### config.mk
export PLATFORM = sky130hd
export DESIGN_NAME = dmem_portb_arbiter
export DESIGN_NICKNAME = d
export VERILOG_FILES = /design/src/rtl/dmem_arb_pkg.sv /design/src/rtl/dmem_wr_fifo.sv /design/src/rtl/dmem_portb_arbiter.sv
export SDC_FILE = /design/constraint.sdc
export NUM_CORES = 1
export LEC_CHECK = 0
export BUFFER_PORTS_ARGS = -buffer_cell sky130_fd_sc_hd__buf_2
export CAP_MARGIN = 25
export CORE_MARGIN = 4
export CORE_UTILIZATION = 50
export DETAILED_ROUTE_END_ITERATION = 10
export MAX_ROUTING_LAYER = met4
export PLACE_DENSITY_LB_ADDON = 0.08
export SYNTH_ARGS = -nofsm -noshare
export SYNTH_HDL_FRONTEND = slang
export SYNTH_HIERARCHICAL = 1
export SYNTH_SLANG_ARGS = --single-unit
### constraint.sdc
create_clock -name CLOCK_50 -period 5.25 [get_ports CLOCK_50]
set_input_delay 1.05 -clock CLOCK_50 [delete_from_list [all_inputs] [get_ports CLOCK_50]]
set_output_delay 1.05 -clock CLOCK_50 [all_outputs]
set_load 0.03 [all_outputs]
### src/rtl/dmem_arb_pkg.sv
// Shared types for the data-memory port B arbiter.
// Holds the FSM state encoding, default bus widths and the queued write-request layout.
package dmem_arb_pkg;

  localparam int ADDR_W_DEF = 12;
  localparam int DATA_W_DEF = 32;

  // State names the owner of the next port B slot.
  typedef enum logic [1:0] {
    S_READ  = 2'd0,
    S_WRITE = 2'd1,
    S_STEAL = 2'd2
  } arb_state_e;

  typedef struct packed {
    logic [ADDR_W_DEF-1:0] addr;
    logic [DATA_W_DEF-1:0] data;
  } wr_req_t;

endpackage

### src/rtl/dmem_wr_fifo.sv
// Keyboard write queue: strict FIFO, head visible combinationally, one-cycle push-to-head latency.
// Backpressure: push while full is ignored (caller flags it); pop while empty is ignored.
module dmem_wr_fifo
  import dmem_arb_pkg::*;
#(
  parameter int  DEPTH   = 4,
  parameter type entry_t = wr_req_t,
  localparam int PTR_W   = $clog2(DEPTH),
  localparam int LVL_W   = PTR_W + 1
) (
  input  logic             core_clk,
  input  logic             resetn,
  input  logic             push_vld,
  input  entry_t           push_dat,
  input  logic             pop_rdy,
  output entry_t           head_dat,
  output logic             full,
  output logic             empty,
  output logic [LVL_W-1:0] level
);

  entry_t           ram [DEPTH];
  logic [PTR_W-1:0] wr_ptr;
  logic [PTR_W-1:0] rd_ptr;
  logic             do_push;
  logic             do_pop;

  assign full     = (level == LVL_W'(DEPTH));
  assign empty    = (level == '0);
  assign do_push  = push_vld && !full;
  assign do_pop   = pop_rdy && !empty;
  assign head_dat = ram[rd_ptr];

  // DEPTH is a power of two, so the pointers wrap by plain overflow.
  always_ff @(posedge core_clk) begin
    if (!resetn) begin
      wr_ptr <= '0;
      rd_ptr <= '0;
      level  <= '0;
    end else begin
      if (do_push) wr_ptr <= wr_ptr + PTR_W'(1);
      if (do_pop)  rd_ptr <= rd_ptr + PTR_W'(1);
      case ({do_push, do_pop})
        2'b10:   level <= level + LVL_W'(1);
        2'b01:   level <= level - LVL_W'(1);
        default: level <= level;
      endcase
    end
  end

  always_ff @(posedge core_clk) begin
    if (do_push) ram[wr_ptr] <= push_dat;
  end

endmodule

### src/rtl/dmem_portb_arbiter.sv
// Shares dmem port B between queued keyboard writes and VGA reads; port B registered, read tags RD_LAT+1 cycles.
// Backpressure: kb_ready drops when the queue is full (late writes dropped, overflow sticky); VGA waits at most MAX_WAIT.
module dmem_portb_arbiter
  import dmem_arb_pkg::*;
#(
  parameter int  ADDR_W     = ADDR_W_DEF,
  parameter int  DATA_W     = DATA_W_DEF,
  parameter int  FIFO_DEPTH = 4,
  parameter int  MAX_WAIT   = 64,
  parameter int  RD_LAT     = 1,
  localparam int LVL_W      = $clog2(FIFO_DEPTH) + 1
) (
  input  logic              CLOCK_50,
  input  logic              resetn,
  input  logic              kb_we,
  input  logic [ADDR_W-1:0] kb_addr,
  input  logic [DATA_W-1:0] kb_data,
  output logic              kb_ready,
  input  logic              vga_rd_en,
  input  logic [ADDR_W-1:0] vga_addr,
  output logic [DATA_W-1:0] vga_data,
  output logic              vga_valid,
  output logic              vga_hold,
  output logic [ADDR_W-1:0] mem_address,
  output logic [DATA_W-1:0] mem_data,
  output logic              mem_wren,
  input  logic [DATA_W-1:0] mem_q,
  output logic              overflow,
  output logic [LVL_W-1:0]  fifo_level
);

  localparam int               WAIT_W   = $clog2(MAX_WAIT + 1);
  localparam logic [WAIT_W-1:0] WAIT_TOP = WAIT_W'(MAX_WAIT - 1);

  typedef struct packed {
    logic [ADDR_W-1:0] addr;
    logic [DATA_W-1:0] data;
  } kb_req_t;

  arb_state_e        state;
  arb_state_e        state_nxt;
  logic [WAIT_W-1:0] wait_cnt;
  kb_req_t           push_dat;
  kb_req_t           head_dat;
  logic              fifo_full;
  logic              fifo_empty;
  logic              push_ok;
  logic              pop;
  logic              more_after_pop;
  logic              slot_rd_vld;
  logic              slot_stolen;
  logic [RD_LAT-1:0] tag_rd_sr;
  logic [RD_LAT-1:0] tag_st_sr;

  assign push_dat = '{addr: kb_addr, data: kb_data};
  assign push_ok  = kb_we && !fifo_full;
  assign kb_ready = !fifo_full;
  assign vga_data = mem_q;

  dmem_wr_fifo #(
    .DEPTH   (FIFO_DEPTH),
    .entry_t (kb_req_t)
  ) u_wr_fifo (
    .core_clk (CLOCK_50),
    .resetn   (resetn),
    .push_vld (kb_we),
    .push_dat (push_dat),
    .pop_rdy  (pop),
    .head_dat (head_dat),
    .full     (fifo_full),
    .empty    (fifo_empty),
    .level    (fifo_level)
  );

  // Occupancy once this cycle's pop and push have both taken effect.
  assign more_after_pop = (fifo_level > LVL_W'(1)) || push_ok;

  always_comb begin
    state_nxt = state;
    pop       = 1'b0;
    case (state)
      S_READ: begin
        if (!fifo_empty && !vga_rd_en) begin
          state_nxt = S_WRITE;
        end else if (!fifo_empty && (wait_cnt == WAIT_TOP)) begin
          state_nxt = S_STEAL;
        end
      end
      S_WRITE: begin
        pop       = !fifo_empty;
        state_nxt = (more_after_pop && !vga_rd_en) ? S_WRITE : S_READ;
      end
      S_STEAL: begin
        pop       = !fifo_empty;
        state_nxt = S_READ;
      end
      default: state_nxt = S_READ;
    endcase
  end

  always_ff @(posedge CLOCK_50) begin
    if (!resetn) begin
      state <= S_READ;
    end else begin
      state <= state_nxt;
    end
  end

  // Counts how long a non-empty queue has gone without a slot; saturates at the steal threshold.
  always_ff @(posedge CLOCK_50) begin
    if (!resetn) begin
      wait_cnt <= '0;
    end else if (fifo_empty || pop) begin
      wait_cnt <= '0;
    end else if (wait_cnt != WAIT_TOP) begin
      wait_cnt <= wait_cnt + WAIT_W'(1);
    end
  end

  always_ff @(posedge CLOCK_50) begin
    if (!resetn) begin
      mem_address <= '0;
      mem_data    <= '0;
      mem_wren    <= 1'b0;
      slot_rd_vld <= 1'b0;
      slot_stolen <= 1'b0;
    end else begin
      if (pop) begin
        mem_address <= head_dat.addr;
        mem_data    <= head_dat.data;
        mem_wren    <= 1'b1;
      end else begin
        mem_address <= vga_addr;
        mem_wren    <= 1'b0;
      end
      slot_rd_vld <= !pop && vga_rd_en;
      slot_stolen <= pop && vga_rd_en;
    end
  end

  // Tags follow the issued slot through the RAM read latency.
  always_ff @(posedge CLOCK_50) begin
    if (!resetn) begin
      tag_rd_sr <= '0;
      tag_st_sr <= '0;
    end else begin
      tag_rd_sr[0] <= slot_rd_vld;
      tag_st_sr[0] <= slot_stolen;
      for (int i = 1; i < RD_LAT; i++) begin
        tag_rd_sr[i] <= tag_rd_sr[i-1];
        tag_st_sr[i] <= tag_st_sr[i-1];
      end
    end
  end

  assign vga_valid = tag_rd_sr[RD_LAT-1];
  assign vga_hold  = tag_st_sr[RD_LAT-1];

  always_ff @(posedge CLOCK_50) begin
    if (!resetn) begin
      overflow <= 1'b0;
    end else if (kb_we && fifo_full) begin
      overflow <= 1'b1;
    end
  end

endmodule

==> out/summary.md <==
The count of endpoints failing hold in the final timing report was 0. Of all nets on the critical path, the largest fanout is 49. Setup repair after global routing left no endpoint under its margin. The logs give 286 for the initial detailed-routing violation count and 0.697 for the placer's final routability congestion estimate. For the worst-skew pair, the clock arrives at the later sink with an insertion delay of 0.52 ns. Using the TritonRoute via totals, the vias-per-cell ratio works out to 5.32. The worst setup path is launched from a register. The cell depth of the worst min-delay path came out at 2. The number of slew-limit violations in the final report was 0. Port buffering added 111 buffers. The maximum clock insertion buffer count is 3, and the height of the die is 146 µm. The I/O pin count is 176. In the layout the commonest cells are 176 x edfxtp_1, 111 x buf_2, 91 x nand2_1.

The max-cap violation count was 0; the full die area was 21,400 µm². In this run, synthesis inferred 176 flip-flops with an integrated enable. Clock skew on the completed layout was measured at 0.0196 ns.

For the final layout net count, the log shows 767. Category of the most critical setup path: reg -> reg. The total detailed-routing wirelength was 17,500 µm; the final cell count without fillers was 919. The peak ir drop on the vdd network came out at 0.317 mV. The number of clock buffers added by TritonCTS is 25. The transition time at the pin with the least slew margin came out at 0.805 ns.

Setup violations remaining at the end of the flow were counted as 0. The share of synthesized area occupied by flip-flops and latches was 0.696; the overflow left after global routing was 0. For the number of global-route vias before repair, the log shows 5,317. Setup total negative slack on the finished layout was measured at 0 ns. The tools report the gate count after technology mapping as 580. The relative slew slack was 0.464. TritonCTS built the clock tree.

For the worst setup path, the data required time is 5.68 ns. The number of hold buffers added after CTS was 0. Clock tree synthesis selected as its root buffer the cell clkbuf_16. 0 antenna diodes ended up in the layout. The fraction of layout instances using a drive strength above 1 was 0.356. The first-pass GRT wire length came out at 28,600 µm. The total routing usage reported by global routing is 0.171, and the number of sinks driven by the clock tree is 244.

A synthesized cell averages 16.5 µm². For this run, the top clock speed supported by timing is 332 MHz. The flow ran to the end, and the final reports show no timing, DRC or antenna violations.

The post-synthesis net count was 681; the flop and latch count out of synthesis was 244. The deepest level of the CTS H-tree came out at 1. After synthesis, the netlist uses 45 different library cells.

STA classifies the critical path endpoint as a register. Summing over every cut layer, the via total after detailed routing is 4,888. The period utilization is 0.574. Once layout is done, the placed cells without fillers occupy 10,900 µm². The tools report the pin count of the biggest net entering global routing as 64. Area of the mapped netlist: 9550 µm². Starting utilization of the core area: 0.509. The run gives 2.24 ns as the worst reg-to-reg setup slack. The growth of design area from synthesis to finish was 13.8%. The class of the most critical hold timing path was reg -> reg. Total power for the finished layout comes to 0.00444 W.

The tools report the total half-perimeter wirelength after legalization and detailed placement as 10,800 µm. The routed wirelength normalized by instance count works out to 19.0 µm. The share of flip-flops with an asynchronous set or reset came out at 0.

The worst register-to-register path has a depth of 11. The number of instances in the placed design came out at 871. The core footprint was 18,800 µm²; the clock input transition at the sequential cells of the worst setup and hold paths was 0.06 ns. For the worst setup path, the data arrival time is 3.44 ns.

In the routed design, unresolved DRC markers number 0. The antenna violation net count after detailed routing is 0. Number of setup buffers added after CTS: 0. The die is 146 µm wide. The routed design could run at a clock period as short as 3.01 ns. The leakage power of the design is 3.82 nW, and the number of cells upsized or downsized after cts is 0.

Number of warnings printed during yosys synthesis: 6. The post-detailed-placement cell area is 9960 µm². Leading register cell type out of synthesis: edfxtp_1. The number of placement rows came out at 50. The pre-antenna-repair detailed-routing pass consisted of 4 iterations. The total power density per cell area is 409 nW/µm², and the number of antenna violations at the first check in global routing is 0. The library cell used most frequently in the layout, excluding fill and tap cells, is edfxtp_1.
## cell usage after synthesis (6+ instances only)
library cell / count / area [µm²]
o21ai_0: 10 / 50.1
dfxtp_1: 68 / 1360
a21boi_1: 20 / 150
inv_1: 10 / 37.5
nand2_2: 10 / 62.6
buf_2: 9 / 45.0
buf_12: 6 / 120
nand2_1: 91 / 342
mux4_2: 44 / 991
a21boi_0: 7 / 52.6
clkbuf_1: 6 / 22.5
edfxtp_1: 176 / 5290
buf_4: 33 / 248
and2_1: 9 / 56.3
ha_1: 8 / 100
a21boi_2: 20 / 225
## cell type report
| type | count | area [µm²] |
|---|---|---|
| fillers | 1499 | 7900 |
| flip-flops and latches | 244 | 6650 |
| multi-input cells | 264 | 2370 |
| clock buffers | 31 | 678 |
| repair buffers | 119 | 648 |
| well taps | 234 | 293 |
| clock inverters | 15 | 179 |
| inverters | 12 | 47.5 |
## routing by layer
metal	wire length, µm	vias to the layer above	global-route usage	share of wire
met5	0	-	-	0
met4	490	0	0.0480	0.028
met3	690	59	0.0258	0.039
met2	8650	107	0.283	0.49
met1	7670	2431	0.223	0.44
li1	-	2291	-	-
## worst max-delay path, stage by stage (launching register included)
cell and delay [ns]:
dfxtp_1 0.36, inv_1 0.08, ha_1 0.36, nand2b_2 0.10, inv_4 0.46, nor2b_1 0.29
ha_1 0.21, inv_1 0.06, fa_1 0.37, xor2_1 0.16, or3_1 0.31, a21boi_1 0.17
## worst paths after layout
check | start | endpoint
worst min-delay path | mem_data[24] | mem_data[24]
worst max register to register | state[0] | u_wr_fifo/level[2]
worst min register to register | mem_data[24] | mem_data[24]
worst max-delay path | state[0] | u_wr_fifo/level[2]
## sequential cells by signal, indices dropped and copies added (netlist names), named ones only
name,count
mem_data,32
u_wr_fifo/level,3
mem_wren,1
vga_valid,1
slot_stolen,1
u_wr_fifo/wr_ptr,2
state,2
wait_cnt,7
mem_address,12
u_wr_fifo/rd_ptr,2
vga_hold,1
slot_rd_vld,1
overflow,1
u_wr_fifo/ram,176
## power by group
part	switching [W]	total [W]	internal (W)
clock network	0.000691	0.00180	0.00111
registers	0.0000406	0.00222	0.00218
logic	0.000265	0.000421	0.000156
total	0.000996	0.00444	0.00345
## logic make-up (layout without fill, tap and decap cells)
group / after synthesis / in the layout / synth area share
flops: 244 / 244 / 0.696
mux: 47 / 47 / 0.107
fa+ha+maj: 9 / 9 / 0.0126
compound gates: 70 / 70 / 0.0594
buf+inv: 72 / 177 / 0.0567
xor+xnor: 2 / 2 / 0.00183
simple gates: 136 / 136 / 0.0666
## through the flow
step | util | hold slack (ns) | setup slack [ns]
2_1_floorplan | - | 0.412 | 2.44
3_3_place_gp | 0.531 | 0.423 | 2.11
3_5_place_dp | 0.531 | 0.432 | 2.09
4_1_cts | 0.576 | 0.444 | 2.22
5_1_grt | 0.579 | 0.469 | 1.96
6_report | 0.579 | 0.450 | 2.24
(Power assumes the default switching activity.)
